File: config.mk
export PLATFORM = sky130hd
export DESIGN_NAME = rec_rr_arbiter_flat
export DESIGN_NICKNAME = d
export VERILOG_FILES = /design/src/rtl/rec_pkg.sv /design/src/rtl/rec_rr_arbiter_if.sv /design/src/rtl/rec_rr_pick.sv /design/src/rtl/rec_rr_arbiter.sv /design/src/flat_wrapper.sv
export SDC_FILE = /design/constraint.sdc
export NUM_CORES = 1
export LEC_CHECK = 0
export BUFFER_PORTS_ARGS = -buffer_cell sky130_fd_sc_hd__buf_2
export CAP_MARGIN = 20
export CORE_AREA = 2 2 90 92
export DETAILED_ROUTE_END_ITERATION = 16
export DIE_AREA = 0 0 92 94
export PLACE_DENSITY = 0.68
export SLEW_MARGIN = 20
export SYNTH_ARGS = -nofsm -noshare
export SYNTH_HDL_FRONTEND = slang
export SYNTH_SLANG_ARGS = --single-unit
export TNS_END_PERCENT = 100
File: constraint.sdc
create_clock -name clk -period 4.25 [get_ports clk]
set_clock_uncertainty 0.2 [all_clocks]
set_input_delay 0.6375 -clock clk [delete_from_list [all_inputs] [get_ports clk]]
set_output_delay 0.6375 -clock clk [all_outputs]
set_load 0.05 [all_outputs]
File: src/rtl/rec_pkg.sv
// Shared types for the record round-robin arbiter.
//   rec_t        : 24-bit shared record {tag, payload.x, payload.y}
//   WM_*         : bit positions of the per-field write mask
//   state_t      : arbiter sequencing states
//   apply_wmask  : merge of a new record into the current one under a field mask
package rec_pkg;

    typedef struct packed {
        logic [7:0] x;
        logic [7:0] y;
    } payload_t;

    typedef struct packed {
        logic [7:0] tag;
        payload_t   payload;
    } rec_t;

    localparam int unsigned WM_TAG = 2;
    localparam int unsigned WM_X   = 1;
    localparam int unsigned WM_Y   = 0;

    typedef enum logic [1:0] {
        IDLE,
        GRANT,
        COMMIT
    } state_t;

    // Fields whose mask bit is clear keep their current value.
    function automatic rec_t apply_wmask(rec_t cur, rec_t nxt, logic [2:0] wm);
        rec_t r;
        r = cur;
        if (wm[WM_TAG]) r.tag       = nxt.tag;
        if (wm[WM_X])   r.payload.x = nxt.payload.x;
        if (wm[WM_Y])   r.payload.y = nxt.payload.y;
        return r;
    endfunction

endpackage

File: src/rtl/rec_rr_arbiter_if.sv
// Requester/consumer bundle of the record arbiter.
//   req_valid/req_lock/req_rec/req_wmask : per-requester request side
//   req_ready                            : one-hot handshake ready
//   grant_valid/grant_id                 : current grant holder
//   rec_q/commit_valid/commit_count      : shared record and commit status
// slave modport is the arbiter side, master modport the requester/consumer side.
interface rec_rr_arbiter_if #(
    parameter int unsigned NREQ  = 4,
    parameter int unsigned CNT_W = 8
) ();
    import rec_pkg::*;

    logic [NREQ-1:0]            req_valid;
    logic [NREQ-1:0]            req_lock;
    rec_t [NREQ-1:0]            req_rec;
    logic [NREQ-1:0][2:0]       req_wmask;
    logic [NREQ-1:0]            req_ready;
    logic                       grant_valid;
    logic [$clog2(NREQ)-1:0]    grant_id;
    rec_t                       rec_q;
    logic                       commit_valid;
    logic [CNT_W-1:0]           commit_count;

    modport slave (
        input  req_valid, req_lock, req_rec, req_wmask,
        output req_ready, grant_valid, grant_id, rec_q, commit_valid, commit_count
    );

    modport master (
        output req_valid, req_lock, req_rec, req_wmask,
        input  req_ready, grant_valid, grant_id, rec_q, commit_valid, commit_count
    );

endinterface

File: src/rtl/rec_rr_pick.sv
// Combinational round-robin selector.
//   req_i    : request vector
//   ptr_i    : highest-priority index for this scan
//   winner_o : first set request at ptr_i, ptr_i+1, ... (mod NREQ)
//   any_o    : at least one request is set
module rec_rr_pick #(
    parameter int unsigned NREQ = 4
) (
    input  logic [NREQ-1:0]         req_i,
    input  logic [$clog2(NREQ)-1:0] ptr_i,
    output logic [$clog2(NREQ)-1:0] winner_o,
    output logic                    any_o
);
    localparam int unsigned ID_W = $clog2(NREQ);

    logic [ID_W-1:0] idx;
    logic            found;

    // NREQ is a power of two, so the modulo wrap is plain truncation.
    always_comb begin
        winner_o = '0;
        found    = 1'b0;
        idx      = '0;
        for (int unsigned k = 0; k < NREQ; k++) begin
            idx = ptr_i + ID_W'(k);
            if (!found && req_i[idx]) begin
                winner_o = idx;
                found    = 1'b1;
            end
        end
        any_o = |req_i;
    end

endmodule

File: src/rtl/rec_rr_arbiter.sv
// Round-robin arbiter owning one shared record register.
//   clk, rst : clock and synchronous active-high reset
//   bus      : rec_rr_arbiter_if slave side (requests in; ready, grant,
//              shared record and commit status out)
// A granted requester commits its masked fields on a valid/ready transfer;
// a locked requester may keep the grant for up to MAX_BURST commits.
module rec_rr_arbiter
    import rec_pkg::*;
#(
    parameter int unsigned NREQ      = 4,
    parameter int unsigned MAX_BURST = 4,
    parameter int unsigned CNT_W     = 8
) (
    input  logic                 clk,
    input  logic                 rst,
    rec_rr_arbiter_if.slave      bus
);
    localparam int unsigned ID_W  = $clog2(NREQ);
    localparam logic [3:0]  MAX_B = 4'(MAX_BURST);

    state_t           state_q, state_d;
    logic [ID_W-1:0]  grant_id_q, grant_id_d;
    logic [ID_W-1:0]  ptr_q, ptr_d;
    logic [3:0]       burst_q, burst_d;
    logic             lock_q, lock_d;
    rec_t             shared_q, shared_d;
    logic [CNT_W-1:0] cnt_q, cnt_d;

    logic [ID_W-1:0]  winner;
    logic             any_req;

    rec_rr_pick #(.NREQ(NREQ)) u_pick (
        .req_i    (bus.req_valid),
        .ptr_i    (ptr_q),
        .winner_o (winner),
        .any_o    (any_req)
    );

    always_ff @(posedge clk) begin
        if (rst) begin
            state_q    <= IDLE;
            grant_id_q <= '0;
            ptr_q      <= '0;
            burst_q    <= '0;
            lock_q     <= 1'b0;
            shared_q   <= '0;
            cnt_q      <= '0;
        end else begin
            state_q    <= state_d;
            grant_id_q <= grant_id_d;
            ptr_q      <= ptr_d;
            burst_q    <= burst_d;
            lock_q     <= lock_d;
            shared_q   <= shared_d;
            cnt_q      <= cnt_d;
        end
    end

    always_comb begin
        state_d    = state_q;
        grant_id_d = grant_id_q;
        ptr_d      = ptr_q;
        burst_d    = burst_q;
        lock_d     = lock_q;
        shared_d   = shared_q;
        cnt_d      = cnt_q;
        unique case (state_q)
            IDLE: begin
                if (any_req) begin
                    grant_id_d = winner;
                    burst_d    = '0;
                    state_d    = GRANT;
                end
            end
            GRANT: begin
                if (bus.req_valid[grant_id_q]) begin
                    shared_d = apply_wmask(shared_q, bus.req_rec[grant_id_q],
                                           bus.req_wmask[grant_id_q]);
                    lock_d   = bus.req_lock[grant_id_q];
                    burst_d  = burst_q + 4'd1;
                    cnt_d    = cnt_q + CNT_W'(1);
                    state_d  = COMMIT;
                end else begin
                    // Withdrawal: the pointer stays so the same requester
                    // keeps priority when it comes back.
                    state_d = IDLE;
                end
            end
            COMMIT: begin
                if (lock_q && bus.req_valid[grant_id_q] && (burst_q < MAX_B)) begin
                    state_d = GRANT;
                end else begin
                    ptr_d   = grant_id_q + ID_W'(1);
                    state_d = IDLE;
                end
            end
            default: state_d = IDLE;
        endcase
    end

    always_comb begin
        bus.req_ready = '0;
        if (state_q == GRANT) bus.req_ready[grant_id_q] = bus.req_valid[grant_id_q];
    end

    assign bus.grant_valid  = (state_q == GRANT) || (state_q == COMMIT);
    assign bus.commit_valid = (state_q == COMMIT);
    assign bus.grant_id     = grant_id_q;
    assign bus.rec_q        = shared_q;
    assign bus.commit_count = cnt_q;

endmodule

File: src/flat_wrapper.sv
// flat-port wrapper written by rule: the top's interface ports become plain ports
module rec_rr_arbiter_flat import rec_pkg::*;
#(
    parameter int unsigned NREQ      = 4,
    parameter int unsigned MAX_BURST = 4,
    parameter int unsigned CNT_W     = 8
)
  (clk, rst, bus_req_valid, bus_req_lock, bus_req_rec, bus_req_wmask, bus_req_ready, bus_grant_valid, bus_grant_id, bus_rec_q, bus_commit_valid, bus_commit_count);
  rec_rr_arbiter_if #(.NREQ(NREQ), .CNT_W(CNT_W)) bus_i ();
  input  logic clk;
  input  logic rst;
  input wire logic [$bits(bus_i.req_valid)-1:0] bus_req_valid;
  input wire logic [$bits(bus_i.req_lock)-1:0] bus_req_lock;
  input wire logic [$bits(bus_i.req_rec)-1:0] bus_req_rec;
  input wire logic [$bits(bus_i.req_wmask)-1:0] bus_req_wmask;
  output wire logic [$bits(bus_i.req_ready)-1:0] bus_req_ready;
  output wire logic [$bits(bus_i.grant_valid)-1:0] bus_grant_valid;
  output wire logic [$bits(bus_i.grant_id)-1:0] bus_grant_id;
  output wire logic [$bits(bus_i.rec_q)-1:0] bus_rec_q;
  output wire logic [$bits(bus_i.commit_valid)-1:0] bus_commit_valid;
  output wire logic [$bits(bus_i.commit_count)-1:0] bus_commit_count;
  assign bus_i.req_valid = bus_req_valid;
  assign bus_i.req_lock = bus_req_lock;
  assign bus_i.req_rec = bus_req_rec;
  assign bus_i.req_wmask = bus_req_wmask;
  assign bus_req_ready = bus_i.req_ready;
  assign bus_grant_valid = bus_i.grant_valid;
  assign bus_grant_id = bus_i.grant_id;
  assign bus_rec_q = bus_i.rec_q;
  assign bus_commit_valid = bus_i.commit_valid;
  assign bus_commit_count = bus_i.commit_count;
  rec_rr_arbiter #(.NREQ(NREQ), .MAX_BURST(MAX_BURST), .CNT_W(CNT_W)) u_core (.clk(clk), .rst(rst), .bus(bus_i));
endmodule
# Word-level counts from Yosys, hierarchy flattened
# Cells that the tools add are included.
word_totals:
  output_inout_bits: 40
  word_cells: 81
  reg_bits: 43
classes:
  n_reduce_logical: 20
  bitwise: 2
  add_sub_neg: 6
  n_eq_ne: 4
  mux: 33
  n_lt_le_gt_ge: 7
op_table:
  columns: ["operator", "count"]
  rows:
  - ["$bmux 24 s2", 1]
  - ["$mux 24", 1]
  - ["$lt 2x3->1 const B", 5]
  - ["$bmux 1 s2", 6]
  - ["$mux 2", 6]
  - ["$mux 4", 3]
  - ["$reduce_and 3->1", 4]
  - ["$mux 1", 11]
  - ["$add 8x1->8 const B", 1]
  - ["$pmux 4 s2", 1]
  - ["$bmux 3 s2", 1]
  - ["$logic_and 1x1->1", 6]
  - ["$pmux 2 s3", 1]
  - ["$reduce_and 2->1", 3]
  - ["$add 2x1->2 const B", 2]
  - ["$add 2x2->2 const B", 2]
  - ["$add 4x1->4 const B", 1]
  - ["$and 4x4->4", 1]
  - ["$lt 4x3->1 const B", 1]
  - ["$ne 2x1->1 const B", 2]
  - ["$reduce_or 4->1", 1]
  - ["$logic_not 1->1", 3]
  - ["$mux 3", 1]
  - ["$demux 1 s2", 1]
  - ["7 further kinds", 7]

# Depth between registers and ports, before layout
logic_depth:
  depth_word: 12
  ltp_mapped: 7

# Modules after synthesis
# Synthesis repeated with hierarchy kept, for this count alone.
hier_totals:
  hier_cells: 242
  area_unflattened_um2: 2613.8
by_module_without_submodules:
  columns: ["module", "cells_per_inst", "instances", "seq_area_each_um2", "area_each_um2"]
  rows:
  - ["rec_rr_arbiter", 227, 1, 860.8, 2536.2]
  - ["rec_rr_pick", 15, 1, 0.0, 77.6]

# Least setup slack after synthesis
# No wires, ideal clock.
synth_timing:
  path_type: "flip-flop to output port"
  from: "reg u_core.grant_id_q[0], in the netlist u_core.bus.grant_id[0]"
  to: "out bus_req_ready[0]"
  slack_ps: 1342
  path_stages_with_launch: 6
  arrival_ps: 2071
  cell_sequence: "dfxtp_1 buf_2 buf_2 inv_1 ha_1 and3_1"
synth_via:
  elab_chain_len: 6
  word_cells_on_any_way: 9
  cone_classes: "order compare: 2; mux: 5; bitwise: 1; reduce/logical: 1"
synth_lines:
  columns: ["element", "line", "source"]
  rows:
  - ["from (decl)", "rec_rr_arbiter.sv:22", "logic [ID_W-1:0] grant_id_q, grant_id_d;"]
  - ["from (signal assigned)", "rec_rr_arbiter.sv:50", "grant_id_q <= grant_id_d;"]
  - ["$lt 2x3->1 (not written as such) / $ge 2x1->1 (equally long branches)", "rec_rr_arbiter.sv:103", "if (state_q == GRANT) bus.req_ready[grant_id_q] = bus.req_valid[grant_id_q];"]
  - ["$logic_and 1x1->1 (not written as such)", "rec_rr_arbiter.sv:103", null]
  - ["$mux 1 (not written as such)", "rec_rr_arbiter.sv:103", null]
  - ["$demux 1 s2", null, null]
  - ["$and 4x4->4 (no source line) (*)", null, null]
  - ["$mux 4 (*)", "rec_rr_arbiter.sv:103", null]
  - ["to (decl)", "flat_wrapper.sv:16", "output wire logic [$bits(bus_i.req_ready)-1:0] bus_req_ready;"]
# Mark *: on every way between the ends. The rest lies on a longest branch, timed or not. The select of a mux whose other input is x is not followed.

# Worst setup path in the final report
layout_timing:
  from: "reg u_core.grant_id_q[0], in the netlist u_core.bus.grant_id[0]"
  to: "out bus_req_ready[1]"
# Same word-level chain as after synthesis.

==> reports/results.txt <==
Run status: completed
Layout cells sized above 1: 51.2%
CTS clk-pin slew, worst paths: 0.08 ns
Seq/Total Area, Yosys: 33.5%
Antenna cell count: 0
Post-Synthesis Cells: 239
DRT Wirelength: 7.43 mm
Total GRT Usage: 17.1%
Die H: 94 µm
Clock sinks: 43
Largest cells by area after synthesis: dfxtp_1, mux4_2, mux2i_1
Largest net degree at the start of global routing: 45
Port buffer count: 157
Relative slew slack: 46.5%
DR vias: 2527
Core area: 7610 µm²
Via density: 5.13
Final setup violation count: 0
Tmin final: 3.01 ns
Cell Rows: 32
Startpoint types: flip-flop
Htree depth: 2
Root buf cell: clkbuf_8
Setup_tns: 0 ns
WL per Instance: 15.1 µm
Yosys top cell area share: 33.5%
Antenna-violating nets left: 0
CP endpoint kind: primary output
Syn Nets: 367
Drt pass-1 iters: 4
Fin. Hold Viols: 0
Ys async rst share: 0%
Remaining DRCs: 0
PwrDens: 299 nW/µm²
Post_cts resized: 0
Syn Area/Cell: 10.7 µm²
Crit Path Category: reg2out
Commonest cells post-synth: dfxtp_1, nor2_1, mux4_2
Maximum clock frequency: 332 MHz
EDFF count, synth: 0
CTS tree: built
Max Cap Viol: 0
Final period utilization: 70.9%
Nets: 518
DP HPWL: 5.91 mm
CP Data Arrival Time: 2.17 ns
Fin cells: 493
Dominant synthesized flop cell: dfxtp_1
Most numerous cell in the Yosys netlist: dfxtp_1
Die Wd: 92 µm
CTS buffer count: 5
Final RePlAce weighted congestion: 0.801
Unique masters post-synth: 35
Die ar.: 8650 µm²
Clock Path Buffers: 2
Max-slew violation count: 0
Layout area overhead: 38.6%
RSZ-0062 raised after global routing: no
Post-CTS Setup Inserts: 0
Worst-skew pair later-pin latency: 0.29 ns
Hold Buf Count CTS: 0
First-pass GRT wire length: 11.6 mm
Peak VDD IR: 0.132 mV
Synthesis-stage register bit count: 43
HP Class: reg2reg
Initial antenna violation count: 1
Crit path max fanout: 19
Largest area contributor in the netlist: dfxtp_1
Placed cells: 485
Mapped cell area: 2570 µm²
IO Pins: 158
Grt total ovfl: 0
Yosys warnings: 0
Worst EP required: 3.41 ns
Pleak: 1.77 nW
DRT iter0 DRCs: 67
Vias in the first global route: 2466
Initial core utilization: 33.7%
Worst-margin pin slew: 0.803 ns
-- metal layers --
layer / track usage (%) / vias to the layer above / share of wire [%]
met5: 0 / - / 0.17
li1: - / 1186 / -
met2: 31.8 / 110 / 53
met4: 4.85 / 2 / 1.4
met3: 4.49 / 12 / 7.7
met1: 19.3 / 1217 / 38
-- state kept, by name, summed over array words and instances, names as in the netlist --
signal	cells
u_core.bus.grant_id	2
u_core.bus.rec_q	24
u_core.state_q	2
u_core.lock_q	1
u_core.bus.commit_count	8
u_core.ptr_q	2
u_core.burst_q	4
-- worst paths after layout --
path	from	end	slack, ns	depth (start not counted)
worst max-delay path	u_core.bus.grant_id[0]$_SDFFE_PP0P_	bus_req_ready[1]	1.24	3
worst min-delay path	u_core.lock_q$_SDFFE_PP0P_	u_core.lock_q$_SDFFE_PP0P_	0.29	2
worst max register to register	u_core.bus.grant_id[0]$_SDFFE_PP0P_	u_core.bus.rec_q[8]$_SDFFE_PP0P_	1.63	4
worst min register to register	u_core.lock_q$_SDFFE_PP0P_	u_core.lock_q$_SDFFE_PP0P_	0.29	2
-- logic make-up after synthesis --
logic type	share of synthesized area, %
XOR/XNOR	2.05
buffers and inverters	3.80
AO/OA/AOI/OAI	6.24
AND/OR/NAND/NOR	13.1
adder cells (fa/ha/maj)	4.87
flip-flops	33.5
multiplexers	36.4
-- power breakdown --
part,internal [mW],switching (mW),total [mW]
Clock,0.190,0.138,0.329
Combinational,0.135,0.162,0.297
Sequential,0.420,0.0183,0.438
Total,0.745,0.319,1.06
-- layout make-up --
type                            count  area [µm²]
Fill cell                         743        4050
Multi-Input combinational cell    172        1620
Sequential cell                    43         862
Timing Repair Buffer              159         801
Tap cell                          102         128
Clock buffer                        6        82.6
Clock inverter                      2        35.0
Inverter                            9        33.8
-- critical path, cell delays in order, from the launching register on --
cell and delay (ns):
dfxtp_2 0.67, mux4_2 0.75, and3_1 0.25, buf_2 0.20
-- cells in the final DEF, fill, tap and decap left out, types with 5 or more instances in the layout --
cell / n
buf_2: 157
xor2_1: 5
dfxtp_1: 42
ha_1: 10
mux4_2: 29
mux2i_1: 27
nand2_1: 12
clkbuf_8: 6
nand3_1: 8
inv_1: 9
nor2_1: 33
a21oi_1: 14
and3_1: 6
-- stage by stage --
step	instance area [µm²]	util [%]	hold slack, ns	worst slack (ns)	power [mW]
after floorplan	2570	-	0.249	1.34	0.648
after global placement	3430	45.1	0.262	1.52	0.741
after detailed placement	3430	45.1	0.274	1.52	0.747
after CTS	3550	46.7	0.288	1.20	1.08
after global routing	3560	46.8	0.315	1.04	1.12
final	3560	46.8	0.288	1.24	1.06
(Power assumes the default switching activity.)
